<file path="config.mk">
export PLATFORM = sky130hd
export DESIGN_NAME = iserdes_word_aligner_flat
export DESIGN_NICKNAME = d
export VERILOG_FILES = /design/src/rtl/iserdes_word_aligner_if.sv /design/src/rtl/iserdes_word_aligner.sv /design/src/flat_wrapper.sv
export SDC_FILE = /design/constraint.sdc
export NUM_CORES = 1
export LEC_CHECK = 0
export CAP_MARGIN = 5
export CELL_PAD_IN_SITES_DETAIL_PLACEMENT = 0
export CELL_PAD_IN_SITES_GLOBAL_PLACEMENT = 1
export CORE_MARGIN = 2
export CORE_UTILIZATION = 43
export CTS_CLUSTER_DIAMETER = 60
export DETAILED_ROUTE_END_ITERATION = 10
export PLACE_DENSITY_LB_ADDON = 0.12
export SLEW_MARGIN = 30
export SYNTH_ARGS = -nofsm -noshare
export SYNTH_HDL_FRONTEND = slang
export SYNTH_SLANG_ARGS = --single-unit
export TNS_END_PERCENT = 100
</file>
<file path="constraint.sdc">
create_clock -name clk -period 2.6 [get_ports clk]
set_input_delay 0.26 -clock clk [delete_from_list [all_inputs] [get_ports clk]]
set_output_delay 0.26 -clock clk [all_outputs]
set_load 0.1 [all_outputs]
</file>
<file path="src/rtl/iserdes_word_aligner_if.sv">
`default_nettype none
// ============================================================================
// Module   : iserdes_word_aligner_if
// Brief    : Capture-side and aligned-word signals of the ISERDES word aligner.
// Revision : 1.0 - initial release
// ============================================================================
interface iserdes_word_aligner_if #(
  parameter int NUM_LANES = 1,
  parameter int HALF_W    = 6
);
  localparam int c_word_w = 2 * HALF_W;
  localparam int c_sw     = $clog2(c_word_w);

  logic                          train_en;
  logic [NUM_LANES*HALF_W-1:0]   data_a;
  logic [NUM_LANES*HALF_W-1:0]   data_b;
  logic [NUM_LANES*c_word_w-1:0] word_out;
  logic                          word_valid;
  logic [NUM_LANES-1:0]          lane_locked;
  logic                          all_locked;
  logic [NUM_LANES*c_sw-1:0]     slip_count;
  logic [NUM_LANES*16-1:0]       err_count;

  modport master (
    output train_en, data_a, data_b,
    input  word_out, word_valid, lane_locked, all_locked, slip_count, err_count
  );

  modport slave (
    input  train_en, data_a, data_b,
    output word_out, word_valid, lane_locked, all_locked, slip_count, err_count
  );
endinterface
`default_nettype wire

</file>
<file path="src/rtl/iserdes_word_aligner.sv">
`default_nettype none
// ============================================================================
// Module   : iserdes_word_aligner
// Brief    : Per-lane A/B interleave, barrel bitslip and training-pattern lock.
//            Optional mismatch counters enabled by macro ALIGN_ERR_CNT_EN.
// Revision : 1.0 - initial release
// ============================================================================
module iserdes_word_aligner #(
  parameter int                  NUM_LANES     = 1,
  parameter int                  HALF_W        = 6,
  parameter logic [2*HALF_W-1:0] TRAIN_PATTERN = 12'hF00,
  parameter int                  LOCK_CNT      = 16,
  parameter int                  SLIP_WAIT     = 4,
  parameter int                  LOSS_CNT      = 4
) (
  input logic                   clk,
  input logic                   rst,
  iserdes_word_aligner_if.slave bus
);
  localparam int c_word_w = 2 * HALF_W;
  localparam int c_sw     = $clog2(c_word_w);
  localparam int c_cw     = $clog2(2 * c_word_w);
  localparam int c_mw     = $clog2(LOCK_CNT + 1);
  localparam int c_ww     = $clog2(SLIP_WAIT + 1);
  localparam int c_lw     = $clog2(LOSS_CNT + 1);

  localparam logic [2:0] c_idle   = 3'd0;
  localparam logic [2:0] c_check  = 3'd1;
  localparam logic [2:0] c_slip   = 3'd2;
  localparam logic [2:0] c_wait   = 3'd3;
  localparam logic [2:0] c_locked = 3'd4;

  localparam logic [c_sw-1:0] c_slip_max  = c_sw'(c_word_w - 1);
  localparam logic [c_mw-1:0] c_lock_last = c_mw'(LOCK_CNT - 1);
  localparam logic [c_ww-1:0] c_wait_init = c_ww'(SLIP_WAIT);
  localparam logic [c_ww-1:0] c_wait_last = c_ww'(1);
  localparam logic [c_lw-1:0] c_loss_last = c_lw'(LOSS_CNT - 1);

  logic [NUM_LANES-1:0][c_word_w-1:0] w_word_all;
  logic [NUM_LANES-1:0][c_sw-1:0]     w_slip_all;
  logic [NUM_LANES-1:0][15:0]         w_err_all;
  logic [NUM_LANES-1:0]               w_locked_all;
  logic                               r_all_locked;

  generate
    for (genvar l = 0; l < NUM_LANES; l++) begin : g_lane
      logic [c_word_w-1:0]   w_raw_next;
      logic [c_word_w-1:0]   r_raw;
      logic [c_word_w-1:0]   r_cur;
      logic [c_word_w-1:0]   r_prev;
      logic [c_word_w-1:0]   r_word;
      logic [2*c_word_w-1:0] w_cat;
      logic [c_cw-1:0]       w_idx;
      logic [c_word_w-1:0]   w_aligned;
      logic                  w_match;
      logic [2:0]            r_state;
      logic [c_sw-1:0]       r_slip;
      logic [c_mw-1:0]       r_match_cnt;
      logic [c_ww-1:0]       r_wait_cnt;
      logic [c_lw-1:0]       r_miss_cnt;
      logic                  r_locked;

      // B half is captured on the inverted clock phase, so its polarity is flipped.
      always_comb begin
        w_raw_next = '0;
        for (int i = 0; i < HALF_W; i++) begin
          w_raw_next[2*i+1] = bus.data_a[l*HALF_W + i];
          w_raw_next[2*i]   = ~bus.data_b[l*HALF_W + i];
        end
      end

      assign w_cat     = {r_prev, r_cur};
      assign w_idx     = c_cw'(r_slip);
      assign w_aligned = w_cat[w_idx +: c_word_w];
      assign w_match   = (r_word == TRAIN_PATTERN);

      always_ff @(posedge clk or posedge rst) begin
        if (rst) begin
          r_raw  <= '0;
          r_cur  <= '0;
          r_prev <= '0;
          r_word <= '0;
        end else begin
          r_raw  <= w_raw_next;
          r_cur  <= r_raw;
          r_prev <= r_cur;
          r_word <= w_aligned;
        end
      end

      always_ff @(posedge clk or posedge rst) begin
        if (rst) begin
          r_state     <= c_idle;
          r_slip      <= '0;
          r_match_cnt <= '0;
          r_wait_cnt  <= '0;
          r_miss_cnt  <= '0;
          r_locked    <= 1'b0;
        end else begin
          case (r_state)
            c_idle: begin
              if (bus.train_en) begin
                r_state     <= c_check;
                r_match_cnt <= '0;
              end
            end
            c_check: begin
              if (!bus.train_en) begin
                r_state <= c_idle;
              end else if (!w_match) begin
                r_state <= c_slip;
              end else if (r_match_cnt == c_lock_last) begin
                r_state    <= c_locked;
                r_locked   <= 1'b1;
                r_miss_cnt <= '0;
              end else begin
                r_match_cnt <= r_match_cnt + 1'b1;
              end
            end
            c_slip: begin
              if (!bus.train_en) begin
                r_state <= c_idle;
              end else begin
                r_slip     <= (r_slip == c_slip_max) ? '0 : r_slip + 1'b1;
                r_state    <= c_wait;
                r_wait_cnt <= c_wait_init;
              end
            end
            c_wait: begin
              // The new offset needs a few cycles to flush through word_out.
              if (!bus.train_en) begin
                r_state <= c_idle;
              end else begin
                r_wait_cnt <= r_wait_cnt - 1'b1;
                if (r_wait_cnt == c_wait_last) begin
                  r_state     <= c_check;
                  r_match_cnt <= '0;
                end
              end
            end
            c_locked: begin
              if (bus.train_en) begin
                if (w_match) begin
                  r_miss_cnt <= '0;
                end else if (r_miss_cnt == c_loss_last) begin
                  r_state     <= c_check;
                  r_match_cnt <= '0;
                  r_locked    <= 1'b0;
                end else begin
                  r_miss_cnt <= r_miss_cnt + 1'b1;
                end
              end
            end
            default: r_state <= c_idle;
          endcase
        end
      end

`ifdef ALIGN_ERR_CNT_EN
      logic [15:0] r_err_cnt;

      always_ff @(posedge clk or posedge rst) begin
        if (rst) begin
          r_err_cnt <= '0;
        end else if (r_state == c_idle && bus.train_en) begin
          r_err_cnt <= '0;
        end else if (r_state == c_locked && bus.train_en && !w_match &&
                     r_err_cnt != 16'hFFFF) begin
          r_err_cnt <= r_err_cnt + 16'd1;
        end
      end

      assign w_err_all[l] = r_err_cnt;
`else
      assign w_err_all[l] = 16'h0000;
`endif

      assign w_word_all[l]   = r_word;
      assign w_slip_all[l]   = r_slip;
      assign w_locked_all[l] = r_locked;
    end
  endgenerate

  always_ff @(posedge clk or posedge rst) begin
    if (rst) begin
      r_all_locked <= 1'b0;
    end else begin
      r_all_locked <= &w_locked_all;
    end
  end

  assign bus.word_out    = w_word_all;
  assign bus.slip_count  = w_slip_all;
  assign bus.err_count   = w_err_all;
  assign bus.lane_locked = w_locked_all;
  assign bus.all_locked  = r_all_locked;
  assign bus.word_valid  = r_all_locked;
endmodule
`default_nettype wire

</file>
<file path="src/flat_wrapper.sv">
// flat-port wrapper written by rule: the top's interface ports become plain ports
module iserdes_word_aligner_flat 
#(
  parameter int                  NUM_LANES     = 1,
  parameter int                  HALF_W        = 6,
  parameter logic [2*HALF_W-1:0] TRAIN_PATTERN = 12'hF00,
  parameter int                  LOCK_CNT      = 16,
  parameter int                  SLIP_WAIT     = 4,
  parameter int                  LOSS_CNT      = 4
)
  (clk, rst, bus_train_en, bus_data_a, bus_data_b, bus_word_out, bus_word_valid, bus_lane_locked, bus_all_locked, bus_slip_count, bus_err_count);
  iserdes_word_aligner_if #(.NUM_LANES(NUM_LANES), .HALF_W(HALF_W)) bus_i ();
  input logic clk;
  input logic rst;
  input wire logic [$bits(bus_i.train_en)-1:0] bus_train_en;
  input wire logic [$bits(bus_i.data_a)-1:0] bus_data_a;
  input wire logic [$bits(bus_i.data_b)-1:0] bus_data_b;
  output wire logic [$bits(bus_i.word_out)-1:0] bus_word_out;
  output wire logic [$bits(bus_i.word_valid)-1:0] bus_word_valid;
  output wire logic [$bits(bus_i.lane_locked)-1:0] bus_lane_locked;
  output wire logic [$bits(bus_i.all_locked)-1:0] bus_all_locked;
  output wire logic [$bits(bus_i.slip_count)-1:0] bus_slip_count;
  output wire logic [$bits(bus_i.err_count)-1:0] bus_err_count;
  assign bus_i.train_en = bus_train_en;
  assign bus_i.data_a = bus_data_a;
  assign bus_i.data_b = bus_data_b;
  assign bus_word_out = bus_i.word_out;
  assign bus_word_valid = bus_i.word_valid;
  assign bus_lane_locked = bus_i.lane_locked;
  assign bus_all_locked = bus_i.all_locked;
  assign bus_slip_count = bus_i.slip_count;
  assign bus_err_count = bus_i.err_count;
  iserdes_word_aligner #(.NUM_LANES(NUM_LANES), .HALF_W(HALF_W), .TRAIN_PATTERN(TRAIN_PATTERN), .LOCK_CNT(LOCK_CNT), .SLIP_WAIT(SLIP_WAIT), .LOSS_CNT(LOSS_CNT)) u_core (.clk(clk), .rst(rst), .bus(bus_i));
endmodule
</file>
# After elaboration in Yosys (flattened, before gate mapping)
# Index checks and enable logic that the tools add are counted.
[classes]
muxes = 39
bitwise_logic = 6
add_sub_neg = 4
reduce_logical = 10
shift = 1
eq_ne = 23
[ops]
columns = ["cell", "count"]
rows = [
  ["$mux 3", 17],
  ["$mux 5", 9],
  ["$shiftx 24x5->12", 1],
  ["$pmux 5 s4", 1],
  ["$pmux 3 s5", 1],
  ["$ne 2x2->1 const B", 7],
  ["$eq 12x12->1 const B", 1],
  ["$pmux 3 s2", 2],
  ["$reduce_and 6->1", 2],
  ["$reduce_and 10->1", 1],
  ["$eq 3x2->1 const B", 3],
  ["$ne 2x1->1 const B", 4],
  ["$reduce_and 7->1", 1],
  ["$eq 3x1->1 const B", 2],
  ["$mux 1", 6],
  ["$ne 3x2->1 const B", 2],
  ["$not 1->1", 6],
  ["$add 5x1->5 const B", 1],
  ["$eq 5x4->1 const B", 1],
  ["$add 4x1->4 const B", 1],
  ["$eq 4x4->1 const B", 1],
  ["$mux 4", 1],
  ["$ne 4x4->1 const B", 1],
  ["$reduce_bool 2->1", 2],
  ["9 further kinds", 9],
]
[totals]
elab_cells = 94
ff_bits = 68
out_inout_bits = 35
in_bits = 15

# Logic depth before layout (Yosys ltp)
# Gate-level depths: netlist (run 1).
[depth]
word_depth = 5
mapped_depth = 8
ltp_nobuf = 8

# Worst setup path after synthesis (run 1)
# No wires, ideal clock.
[synth_path]
path_kind = "reg2reg"
from = "reg u_core.g_lane[0].r_slip[0] (netlist: u_core.bus.slip_count[0])"
to = "reg u_core.g_lane[0].r_word[2] (netlist: u_core.bus.word_out[2])"
setup_time_ns = 0.138
path_stages_with_launch = 5
slack_ns = -0.048
arrival_time_ns = 2.510
synth_period_minus_slack_ns = 2.648
t_required_ns = 2.462
path_buffers = 2
cell_sequence = "dfrtp_1 > buf_2 > buf_2 > mux4_2 > mux4_2"
[synth_between]
elab_chain_cells = 1
[synth_rtl]
columns = ["element", "line_no", "rtl"]
rows = [
  ["start, declared", "iserdes_word_aligner.sv:57", "logic [c_sw-1:0] r_slip;"],
  ["start signal, assigned", "iserdes_word_aligner.sv:124", "r_slip <= (r_slip == c_slip_max) ? '0 : r_slip + 1'b1;"],
  ["$shiftx 24x5->12", "iserdes_word_aligner.sv:74", "assign w_aligned = w_cat[w_idx +: c_word_w];"],
  ["via u_core.g_lane[0].w_aligned[2]", "iserdes_word_aligner.sv:54", "logic [c_word_w-1:0] w_aligned;"],
  ["end signal, assigned", "iserdes_word_aligner.sv:87", "r_word <= w_aligned;"],
  ["end, declared", "iserdes_word_aligner.sv:51", "logic [c_word_w-1:0] r_word;"],
]
# The timed path passes the listed nets, and every way through them passes these cells.
# A chain may end at the register's enable or synchronous reset.

# Worst setup path after layout (run 1)
[layout_path]
from = "reg u_core.g_lane[0].r_match_cnt[0]"
to = "reg u_core.g_lane[0].r_state[0]"
[layout_between]
elab_chain_cells = 3
[layout_rtl]
columns = ["element", "line_no", "rtl"]
rows = [
  ["start, declared", "iserdes_word_aligner.sv:58", "logic [c_mw-1:0] r_match_cnt;"],
  ["start signal, assigned", "iserdes_word_aligner.sv:117", "r_match_cnt <= r_match_cnt + 1'b1;"],
  ["$eq 5x4->1", "iserdes_word_aligner.sv:112", "end else if (r_match_cnt == c_lock_last) begin"],
  ["$ne 4x4->1 (no source line)", "-", ""],
  ["$reduce_and 6->1 (no source line)", "-", ""],
  ["end signal, assigned", "iserdes_word_aligner.sv:109", "r_state <= c_idle;"],
  ["end signal, assigned", "iserdes_word_aligner.sv:111", "r_state <= c_slip;"],
  ["end signal, assigned", "iserdes_word_aligner.sv:113", "r_state <= c_locked;"],
  ["end, declared", "iserdes_word_aligner.sv:56", "logic [2:0] r_state;"],
]
# No other way between the ends.

==> impl_metrics.ini, run 1 <==
[detailed_routing]
dr.pass1.iters = 4
via_per_inst = 5.17
via_count = 2166
ant_nets = 0
wl_per_cell_um = 15.0
drt_wl_total_um = 6290
drc_errors = 0
first_iter_violations = 137

[finish]
final_nets = 335
fin_cells = 419
finalInstanceArea_mm2 = 0.00389
drive_gt1_share_pct = 23.3
synthToLayoutAreaGrowth_pct = 16.0
n_antenna_cell = 0

[worst_setup_path]
end_kind = register
critical_path_class = register to register
cp_slowest_cell = or4bb_1
start_kind = register
crit_buf_inv = 0
crit_top_cell = ha_1
path_cells = ha_1 -> and3_1 -> ha_1 -> or4bb_1 -> a21oi_1 -> nand2_1 -> a41o_1
crit_required_ns = 2.84
cp.arrival_ns = 2.37
slowest_delay_ns = 0.48
path_delay_family = simple AND/OR/NAND/NOR gates
crit_path_max_fanout = 5

[timing]
max_freq_mhz = 469
relSlewSlack_pct = 52.3
rsz0062_at_grt = false
fin_skew_ns = 0.0108
slew_violations = 0
setup_ws_ns = 0.467
finalSetupViolCount = 0
fin_crit_ns = 2.13
worst_pin_slew_ns = 0.715
fin_crit_sh_pct = 82.0
hold_viol = 0
tns_ns = 0

[min_path]
hold_class = input port to asynchronous set/reset pin

[cts]
cts_buffers = 9
clkLatencyLatePin_ns = 0.34
cts-root-buf = clkbuf_8
path_clk_slew_ns = 0.08
cts_tree = done
ctsLongestPathBuffers = 2
htree_num_levels = 3
cts_setup_buffers = 0
ctsResizeCount = 0
cts_sinks = 68
cts_hold_buf = 0

[logic_synthesis]
synthTopCellsByArea = dfrtp_1 51%, mux4_2 14%, mux2i_1 4.2%
synthFlopType = dfrtp_1
synth_seq_cells = 68
synth_warnings = 0
yosys.area.top_type_share_pct = 50.7
yosysTopAreaCell = dfrtp_1
ys_types = 44
seq_area_frac_synth_pct = 50.7
async_flop_share_pct = 100
avgSynthCellArea_um2 = 12.1
synth_edf_count = 0
syn_area_mm2 = 0.00336
synth_cells = 278

[placement]
dp_hpwl_um = 4560
post-place-cells = 403
pre_cts_slack_ns = 0.480
post_dp_cell_area_mm2 = 0.00369
portBuffers = 33
gp_congestion = 0.838

[pwr]
peakVddDrop_v = 0.000403
p_per_area_mw_per_mm2 = 1230
leakage_uw = 0.00170
finalPower_uw = 4810

[global_route]
grt-ovfl-total = 0
grt_max_degree = 36
grt_pass1_wl_um = 10900
grt_pass1_vias = 2131
antenna_found_initial = 0
track_usage_pct = 16.5

[floorplanning]
io-pin-count = 50
fp.dieH_um = 92.3
die_area_mm2 = 0.00853
start_util_pct = 43.9
rows = 32
core_mm2 = 0.00765
die_w_um = 92.3

[flow_run]
cap_violations = 0

[outcome]
status = finished, final reports clean
-- cell families after synthesis --
| family | share of synthesized area [%] |
|---|---|
| buffers and inverters | 7.35 |
| multiplexers | 20.3 |
| AND/OR/NAND/NOR | 10.1 |
| adder cells (fa/ha/maj) | 2.98 |
| AO/OA/AOI/OAI | 8.43 |
| flip-flops | 50.7 |
| other | 0.112 |
-- where the power goes --
| part | switching [µW] | leakage [µW] | internal, µW | total, µW |
|---|---|---|---|---|
| sequential | 308 | 0.000822 | 1240 | 1550 |
| combinational | 1530 | 0.000784 | 839 | 2370 |
| clock | 416 | 0.0000983 | 467 | 883 |
-- metrics by stage --
stage	util (%)	hold slack (ns)
final	50.9	0.322
after global routing	50.9	0.346
after CTS	50.9	0.338
after detailed placement	48.3	0.335
after global placement	48.3	0.331
after floorplan	-	0.291
-- worst min-delay path, stage by stage --
cell and delay (ns):
clkdlybuf4s50_1 0.41, inv_2 0.06, buf_4 0.36
-- area by class of cell --
cell class,count,area (µm²)
clock buffers,10,138
clock inverters,6,63.8
fillers,686,3750
inverters,17,63.8
multi-input cells,178,1460
flip-flops and latches,68,1700
well taps,102,128
repair buffers,38,333
-- metal layers --
| layer | part of all wire [%] | vias up | track usage [%] | wire, µm |
|---|---|---|---|---|
| met2 | 44 | 61 | 23.0 | 2740 |
| met4 | 1.7 | 0 | 7.21 | 109 |
| li1 | - | 1029 | - | - |
| met5 | 0 | - | 0 | 0 |
| met1 | 49 | 1068 | 24.9 | 3110 |
| met3 | 5.2 | 8 | 3.50 | 328 |
-- synthesized netlist by cell type (3+ instances only) --
master     n
buf_4     17
o21ai_0   15
nor2b_1    7
buf_2      5
nand2_1   19
mux4_2    21
inv_1     15
a21oi_1   15
nor2_1    19
dfrtp_1   68
clkbuf_1   7
nand3_1    3
mux2i_1   14
ha_1       8
mux2_2     6
-- flip-flops by register name, summed over array words and instances, names as in the netlist, 4 cells and up --
register,count
u_core.g_lane.r_match_cnt,5
u_core.bus.word_out,12
u_core.g_lane.r_cur,12
u_core.g_lane.r_raw,12
u_core.bus.slip_count,4
u_core.g_lane.r_prev,12
-- final timing paths --
| path | startpoint | to | slack [ns] | cells after the start |
|---|---|---|---|---|
| setup / recovery | u_core.g_lane[0].r_match_cnt[0] | u_core.g_lane[0].r_state[0] | 0.47 | 7 |
| hold / removal | rst | u_core.bus.word_out[10] | 0.32 | 3 |
| setup reg to reg | u_core.g_lane[0].r_match_cnt[0] | u_core.g_lane[0].r_state[0] | 0.47 | 7 |
| hold reg to reg | u_core.g_lane[0].r_raw[10] | u_core.g_lane[0].r_cur[10] | 0.35 | 0 |
| max in group asynchronous | rst | u_core.bus.slip_count[0] | 1.93 | 3 |
| min in group clk | u_core.g_lane[0].r_raw[10] | u_core.g_lane[0].r_cur[10] | 0.35 | 0 |
-- cell usage in the layout (no fill, tap or decap), types with 2 or more instances in the layout --
cell type	n
a211oi_1	2
a21oi_1	15
a22oi_1	2
a41oi_1	2
buf_4	23
clkbuf_8	10
clkdlybuf4s50_1	14
clkinv_2	2
clkinvlp_4	2
conb_1	16
dfrtp_1	67
ha_1	8
inv_1	14
inv_2	3
mux2_2	6
mux2i_1	14
mux4_2	21
nand2_1	19
nand3_1	3
nand3b_1	2
nand4_1	2
nor2_1	19
nor2b_1	7
nor3b_1	2
o211ai_1	2
o21ai_0	15
o31ai_1	2
or3_1	2
(Power assumes the default switching activity.)
==> run 2: changes to the inputs <==
--- a/config.mk
+++ b/config.mk
@@ -9,7 +9,7 @@
 export CELL_PAD_IN_SITES_DETAIL_PLACEMENT = 0
 export CELL_PAD_IN_SITES_GLOBAL_PLACEMENT = 1
 export CORE_MARGIN = 2
-export CORE_UTILIZATION = 43
+export CORE_UTILIZATION = 39
 export CTS_CLUSTER_DIAMETER = 60
 export DETAILED_ROUTE_END_ITERATION = 10
 export PLACE_DENSITY_LB_ADDON = 0.12
==> constraint.sdc (replaced) <==
create_clock -name clk -period 1.85 [get_ports clk]
set_input_delay 0.185 -clock clk [delete_from_list [all_inputs] [get_ports clk]]
set_output_delay 0.185 -clock clk [all_outputs]
set_load 0.1 [all_outputs]
==> impl_metrics.ini, run 2 (synthesis gave the netlist of run 1 again) <==
[outcome]
status = finished with violations
violations = setup timing

[timing]
hold-worst-slack_ns = 0.270
fin_crit_ns = 2.02
fin_crit_sh_pct = 109
hold_viol = 0
slew_violations = 0
max_freq_mhz = 494
rsz0062_at_grt = true
setup_ws_ns = -0.175
finalSetupViolCount = 7
fin_skew_ns = 0.0140

[worst_setup_path]
crit_path_max_fanout = 5
start_kind = register
crit_required_ns = 2.07
cp.arrival_ns = 2.25
end_kind = register
critical_path_class = register to register

[placement]
portBuffers = 33
gp_congestion = 0.856
dp_hpwl_um = 4700

[finish]
final_common_cell = dfrtp_1
synthToLayoutAreaGrowth_pct = 28.4
drive_gt1_share_pct = 36.6
utilization_pct = 51.9
mostFrequentLayoutCells = 56 x dfrtp_1, 46 x buf_4, 21 x mux4_2
final_nets = 365
n_antenna_cell = 0

[floorplanning]
die_area_mm2 = 0.00936
fp.dieH_um = 96.8
die_w_um = 96.8
core_mm2 = 0.00830
rows = 33
io-pin-count = 50
start_util_pct = 40.4

[detailed_routing]
drc_errors = 0
ant_nets = 0
via_per_inst = 5.12
drt_wl_total_um = 6550
via_count = 2312
dr.pass1.iters = 4
first_iter_violations = 136
wl_per_cell_um = 14.5

[pwr]
p_per_area_mw_per_mm2 = 1690
p_sw_share_pct = 45.7
power.share.clock_pct = 17.4
power_switching_uw = 3320
power_report.internal_total_uw = 3940
p_seq_share_pct = 29.5
leakage_uw = 0.00188
comb_power_share_pct = 53.1
peakVddDrop_v = 0.000861

[cts]
cts_tree = done
cts_sinks = 68
clkLatencyLatePin_ns = 0.34
cts_buffers = 9
cts-root-buf = clkbuf_8
ctsLongestPathBuffers = 2
htree_num_levels = 3
path_clk_slew_ns = 0.09

[min_path]
hold_class = input port to asynchronous set/reset pin

[global_route]
grt-ovfl-total = 0
track_usage_pct = 14.8
grt_max_degree = 69
grt_pass1_vias = 2139
antenna_found_initial = 0
grt_pass1_wl_um = 11000

[flow_run]
cap_violations = 0
## run 2: metrics by stage
| stage | setup TNS, ns | power, µW | setup slack [ns] | instance area [µm²] | std cells |
|---|---|---|---|---|---|
| 2_1_floorplan | -4.55 | 5010 | -0.330 | 3460 | 293 |
| 3_3_place_gp | -0.760 | 5930 | -0.160 | 3970 | 431 |
| 3_5_place_dp | -1.04 | 5950 | -0.224 | 3970 | 431 |
| 4_1_cts | -0.794 | 7250 | -0.168 | 4220 | 448 |
| 5_1_grt | -1.35 | 7640 | -0.222 | 4310 | 452 |
| 6_report | -0.872 | 7260 | -0.175 | 4310 | 452 |
## run 2: layout make-up
cell class	instances	area (µm²)
inverter	17	67.6
tap	105	131
clock inverter	7	81.3
timing repair buffer	68	637
clock buffer	9	124
sequential	68	1720
fill	765	3990
multi-input combinational	178	1550
## run 2: path summary, 6_finish.rpt
path	slack, ns	startpoint	endpoint	cells past startpoint
max	-0.17	u_core.bus.word_out[7]	u_core.g_lane[0].r_match_cnt[2]	5
min	0.27	rst	u_core.bus.word_out[11]	3
max reg2reg	-0.17	u_core.bus.word_out[7]	u_core.g_lane[0].r_match_cnt[2]	5
min reg2reg	0.35	u_core.g_lane[0].r_raw[6]	u_core.g_lane[0].r_cur[6]	0
max in group asynchronous	1.26	rst	u_core.bus.slip_count[0]	3
min in group clk	0.28	bus_data_a[3]	u_core.g_lane[0].r_raw[7]	1
## run 2: power groups by stage
stage	registers [µW]	clock network [µW]	logic (µW)
4_1_cts	2170	1310	3770
5_1_grt	2210	1390	4040
6_report	2140	1260	3850
3_5_place_dp	2190	0	3760
3_3_place_gp	2180	0	3760
2_1_floorplan	3240	0	1770
## run 2: layer usage
layer	GRT usage, %	vias to the layer above	share of wire [%]
met5	0	-	0
li1	-	1096	-
met3	2.60	5	4.7
met4	5.53	0	0.93
met2	20.8	67	45
met1	22.8	1144	49
## run 2: critical path: stages, from the launching register on
cell	delay, ns
dfrtp_2	0.41
or4_4	0.53
or3_4	0.46
a21o_4	0.25
o31ai_4	0.17
o21ai_1	0.09
## run 2: timing repair
action                                  4_1_cts  5_1_grt
endpoints found under the setup margin       10       11
pin swaps                                    12       10
hold buffers                                  0        0
setup buffers                                 1        4
resized for setup                             8       11
==> run 3: changes to the inputs <==
--- a/config.mk
+++ b/config.mk
@@ -5,7 +5,6 @@
 export SDC_FILE = /design/constraint.sdc
 export NUM_CORES = 1
 export LEC_CHECK = 0
-export CAP_MARGIN = 5
 export CELL_PAD_IN_SITES_DETAIL_PLACEMENT = 0
 export CELL_PAD_IN_SITES_GLOBAL_PLACEMENT = 1
 export CORE_MARGIN = 2
==> results of run 3 <==
The final DEF is identical to that of run 2; final timing and power are the same.
